==> src/rtl/csr_ctrl_pkg.sv <==
// Shared definitions for the CSR sequencer: data width, FSM encoding, func3 codes.
package csr_ctrl_pkg;

  localparam int XLEN = 32;

  typedef enum logic [1:0] {
    IDLE    = 2'd0,
    WRITE   = 2'd1,
    RELEASE = 2'd2
  } csr_state_t;

  localparam logic [2:0] CSRRW  = 3'b001;
  localparam logic [2:0] CSRRS  = 3'b010;
  localparam logic [2:0] CSRRC  = 3'b011;
  localparam logic [2:0] CSRRWI = 3'b101;
  localparam logic [2:0] CSRRSI = 3'b110;
  localparam logic [2:0] CSRRCI = 3'b111;

  // True for the six func3 encodings that name a CSR read-modify-write.
  function automatic logic csr_func3_ok(input logic [2:0] f3);
    return (f3 == CSRRW)  || (f3 == CSRRS)  || (f3 == CSRRC) ||
           (f3 == CSRRWI) || (f3 == CSRRSI) || (f3 == CSRRCI);
  endfunction

endpackage

==> src/rtl/csr_alu.sv <==
// Combinational new-value computation for CSRRW/S/C and their immediate forms.
module csr_alu
  import csr_ctrl_pkg::*;
(
  input  logic [2:0]      func3_i,
  input  logic [XLEN-1:0] old_i,
  input  logic [XLEN-1:0] rs1_i,
  input  logic [4:0]      zimm_i,
  output logic [XLEN-1:0] new_o
);

  logic [XLEN-1:0] src;

  // Select operand, then apply write / set / clear against the old value.
  always_comb begin
    src   = func3_i[2] ? {{(XLEN-5){1'b0}}, zimm_i} : rs1_i;
    new_o = old_i;
    case (func3_i[1:0])
      2'b01:   new_o = src;
      2'b10:   new_o = old_i | src;
      2'b11:   new_o = old_i & ~src;
      default: new_o = old_i;
    endcase
  end

endmodule

==> src/rtl/csr_seq_ctrl.sv <==
// CSR port sequencer: runs EX-stage CSR ops as read/write/release and
// arbitrates the single CSR port against one-cycle trap writes.
module csr_seq_ctrl
  import csr_ctrl_pkg::*;
(
  input  logic            clk,
  input  logic            rst_n,
  input  logic            is_csr_ex,
  input  logic [2:0]      func3_ex,
  input  logic [4:0]      zimm_ex,
  input  logic [11:0]     csr_addr_ex,
  input  logic            csr_write_en_ex,
  input  logic [XLEN-1:0] rs1_data_ex,
  input  logic            flush_ex,
  input  logic            trap_req,
  input  logic [11:0]     trap_addr,
  input  logic [XLEN-1:0] trap_wdata,
  output logic            trap_gnt,
  output logic [11:0]     csr_addr,
  output logic            csr_re,
  input  logic [XLEN-1:0] csr_rdata,
  output logic            csr_we,
  output logic [XLEN-1:0] csr_wdata,
  output logic            csr_stall,
  output logic [XLEN-1:0] csr_result,
  output logic            csr_result_valid
);

  csr_state_t      state_q, state_d;
  logic [XLEN-1:0] result_q, result_d;
  logic [XLEN-1:0] new_val;
  logic            op_vld;

  assign op_vld     = is_csr_ex && csr_func3_ok(func3_ex);
  assign csr_result = result_q;

  // Old value comes straight off the port: it is valid in WRITE.
  csr_alu u_alu (
    .func3_i (func3_ex),
    .old_i   (csr_rdata),
    .rs1_i   (rs1_data_ex),
    .zimm_i  (zimm_ex),
    .new_o   (new_val)
  );

  // Strobes and next state; everything is held quiet while reset is low so a
  // reset landing in WRITE never reaches the register file.
  always_comb begin
    state_d          = state_q;
    result_d         = result_q;
    trap_gnt         = 1'b0;
    csr_re           = 1'b0;
    csr_we           = 1'b0;
    csr_addr         = '0;
    csr_wdata        = '0;
    csr_stall        = 1'b0;
    csr_result_valid = 1'b0;
    if (rst_n) begin
      case (state_q)
        IDLE: begin
          if (trap_req) begin
            // Trap owns the port; a waiting CSR op keeps the front end held.
            trap_gnt  = 1'b1;
            csr_we    = 1'b1;
            csr_addr  = trap_addr;
            csr_wdata = trap_wdata;
            csr_stall = op_vld;
          end else if (op_vld && !flush_ex) begin
            csr_re    = 1'b1;
            csr_addr  = csr_addr_ex;
            csr_stall = 1'b1;
            state_d   = WRITE;
          end
        end
        WRITE: begin
          csr_stall = 1'b1;
          csr_addr  = csr_addr_ex;
          if (flush_ex) begin
            state_d = IDLE;
          end else begin
            csr_we    = csr_write_en_ex;
            csr_wdata = new_val;
            result_d  = csr_rdata;
            state_d   = RELEASE;
          end
        end
        RELEASE: begin
          csr_result_valid = 1'b1;
          state_d          = IDLE;
        end
        default: state_d = IDLE;
      endcase
    end
  end

  // State and captured old value.
  always_ff @(posedge clk) begin
    if (!rst_n) begin
      state_q  <= IDLE;
      result_q <= '0;
    end else begin
      state_q  <= state_d;
      result_q <= result_d;
    end
  end

endmodule

==> config.mk <==
export PLATFORM = sky130hd
export DESIGN_NAME = csr_seq_ctrl
export DESIGN_NICKNAME = d
export VERILOG_FILES = /design/src/rtl/csr_ctrl_pkg.sv /design/src/rtl/csr_alu.sv /design/src/rtl/csr_seq_ctrl.sv
export SDC_FILE = /design/constraint.sdc
export NUM_CORES = 1
export LEC_CHECK = 0
export ABC_CLOCK_PERIOD_IN_PS = 3300
export CAP_MARGIN = 20
export CORE_ASPECT_RATIO = 0.9
export CORE_UTILIZATION = 38
export CTS_CLUSTER_SIZE = 30
export DETAILED_ROUTE_END_ITERATION = 12
export GPL_TIMING_DRIVEN = 0
export PLACE_DENSITY = 0.91
export SLEW_MARGIN = 40
export SYNTH_ARGS = -nofsm -noshare
export SYNTH_HDL_FRONTEND = slang
export SYNTH_SLANG_ARGS = --single-unit
==> constraint.sdc <==
create_clock -name clk -period 3.3 [get_ports clk]
set_clock_uncertainty 0.05 [all_clocks]
set_input_delay 0.33 -clock clk [delete_from_list [all_inputs] [get_ports clk]]
set_output_delay 0.33 -clock clk [all_outputs]
set_load 0.05 [all_outputs]
==> results.ini <==
[final_layout]
final_cells = 739
syn_to_final_growth_pct = 83.1
diodes = 0
mostFrequentLayoutCell = clkdlybuf4s50_1
final_nets = 779
fill_cells = 570
stdcell_area_sq_um = 5350
mostFrequentLayoutCells = clkdlybuf4s50_1 (181), nand2_1 (121), a21oi_1 (36)
drive_gt1_share_pct = 4.02

[synthesis]
syn_inst = 425
syn_nets = 559
avgSynthCellArea_sq_um = 6.87
ys_ff_latch = 34
seq_area_frac_synth_pct = 23.3
yosysWarnings = 0
synth.cell_area_sq_um = 2920
synth_cell_type_count = 27

[power]
irDropWorstVdd_mv = 0.142
report.power.total_mw = 1.30
p_leak_nw = 2.36
p_per_area_nw_per_um2 = 244

[route]
wl_per_cell_microns = 16.8
drt_iter0_markers = 188
drc = 0
totalWireLength_mm = 12.4
dr.pass1.iters = 5
postRouteAntennaNets = 0
num_vias = 4025
viasPerCell = 5.45

[clocking]
clkTransAtPathRegs_ps = 70
post_cts.repair.setup_buffers = 0
h-tree-depth = 2
cts_buffer_depth = 2
cts_tree = done
insertion_delay_ps = 280
ctsHoldBuffers = 0
cts_made_buffers = 5
cts_root_buffer = clkbuf_8
clock-sinks = 34

[global_routing]
grtUsageMet1_pct = 34.4
overflow = 0
track_usage_pct = 29.4
busiest_layer = met2
grtUsageMet3_pct = 6.00
grt_max_degree = 11
grt_pass1_vias = 3799
antenna_found_initial = 0
met2_usage_pct = 52.5
grt_first_pass_wirelength_mm = 18.2

[timing]
finalCritPeriodShare_pct = 97.3
setup_viol = 0
fin_crit_ps = 3210
tightest_slew_ps = 551
timing.fmax_ghz = 0.311
worst_slack_ps = 88.3
hold_ws_ps = 404
relSlewSlack_pct = 63.3
hold_viol_final = 0
drv_slew = 0

[critical_path]
setup.worst_path.start = trap_req
crit_path_end_kind = primary output
startpoint_type = input port
critical_path_class = in2out
timing.rr.end = csr_result[12]$_SDFFE_PN0P_
r2r-start = state_q[1]$_SDFFE_PN0P_
cp_max_fo = 10
reg2reg_slack_ps = 1530
worstSetupEndpoint = csr_addr[2]
arrival_ps = 2830
cp.required_ps = 2920
reg2reg_depth = 7

[die]
die_y_microns = 85.2
die_w_microns = 94.4
coreArea_sq_um = 7260
dieArea_sq_um = 8040
initial_core_util_pct = 40.2
io_pins = 215
rows = 29

[status]
status = complete, no violations

[placement]
dp_slack_ps = 6.67
placed_area_sq_um = 5170
placedCellCount = 731
gp_congestion = 0.829
port_buffers = 213
place_hpwl_mm = 9.86

[run]
maxCapViolCount = 0

[hold_path]
hold_class = reg2reg

## power breakdown
| group | switching, mW | total, mW | internal, mW |
|---|---|---|---|
| logic | 0.290 | 0.562 | 0.272 |
| clock network | 0.157 | 0.325 | 0.168 |
| registers | 0.00294 | 0.417 | 0.414 |
| total | 0.450 | 1.30 | 0.855 |
## per-stage QoR
step	setup TNS (ps)	utilization [%]
finish	0	73.7
global route	-8.93	73.7
CTS	0	72.5
detailed placement	0	71.2
global placement	0	71.2
floorplan	0	-
## synthesized netlist by cell type (all sizes together)
library cell,count,share of area [%]
nor2b,34,7.3
nor4,1,0.21
o221ai,5,1.5
xnor2,27,8.1
nand2,121,16
buf,19,3.6
or2,1,0.21
a221o,24,8.2
and3b,1,0.30
a211o,3,0.90
a22o,12,3.6
nor2,26,3.3
clkbuf,22,2.8
a21boi,32,8.2
and3,1,0.39
a21oi,36,6.2
nand2b,8,1.7
mux2i,5,1.7
o21a,1,0.26
o21ai,5,0.86
nor3b,2,0.69
a31oi,1,0.21
dfxtp,34,23
and2,4,0.86
## worst min path at each step
| stage | startpoint | to | cells after the start |
|---|---|---|---|
| after global placement | csr_result[1]$_SDFFE_PN0P_ | csr_result[1]$_SDFFE_PN0P_ | 2 |
| final | csr_result[16]$_SDFFE_PN0P_ | csr_result[16]$_SDFFE_PN0P_ | 2 |
| after global routing | csr_result[20]$_SDFFE_PN0P_ | csr_result[20]$_SDFFE_PN0P_ | 2 |
| after detailed placement | csr_result[16]$_SDFFE_PN0P_ | csr_result[16]$_SDFFE_PN0P_ | 2 |
| after CTS | csr_result[16]$_SDFFE_PN0P_ | csr_result[16]$_SDFFE_PN0P_ | 2 |
| after floorplan | csr_rdata[10] | csr_result[10]$_SDFFE_PN0P_ | 2 |
## sequential cells by signal (all words and copies together), names as in the netlist
signal      flops
state_q         2
csr_result     32
## kinds of logic after synthesis
family,synth area share (%)
simple gates,30.5
compound gates,29.9
buf+inv,6.38
flops,23.3
xor+xnor,8.10
mux,1.71
## critical path, stage by stage
cell and delay (ps):
clkdlybuf4s50_1 510, nor3b_4 360, and2_1 250, clkbuf_1 370, a22o_1 200, clkdlybuf4s50_1 800
## area by class of cell
| class | instances | area (sq um) | area share (%) |
|---|---|---|---|
| plain buffers | 41 | 188 | 3.51 |
| clock inverters | 1 | 5.00 | 0.0936 |
| multi-input cells | 350 | 2060 | 38.5 |
| flip-flops and latches | 34 | 681 | 12.7 |
| well taps | 93 | 116 | 2.18 |
| repair buffers | 213 | 2210 | 41.4 |
| clock buffers | 7 | 86.3 | 1.61 |
## metal layers
layer  part of all wire (%)  vias to the layer above
met5                      0                        -
met2                     50                      233
li1                       -                     1893
met3                    8.0                       27
met4                    2.4                        0
met1                     40                     1872
## what timing repair did
action                                 in CTS  in global routing
endpoints found under the hold margin       0                  0
setup endpoints to repair                   0                 39
gates resized for setup                     0                 35
No activity file was read; power rests on OpenSTA's default activity.
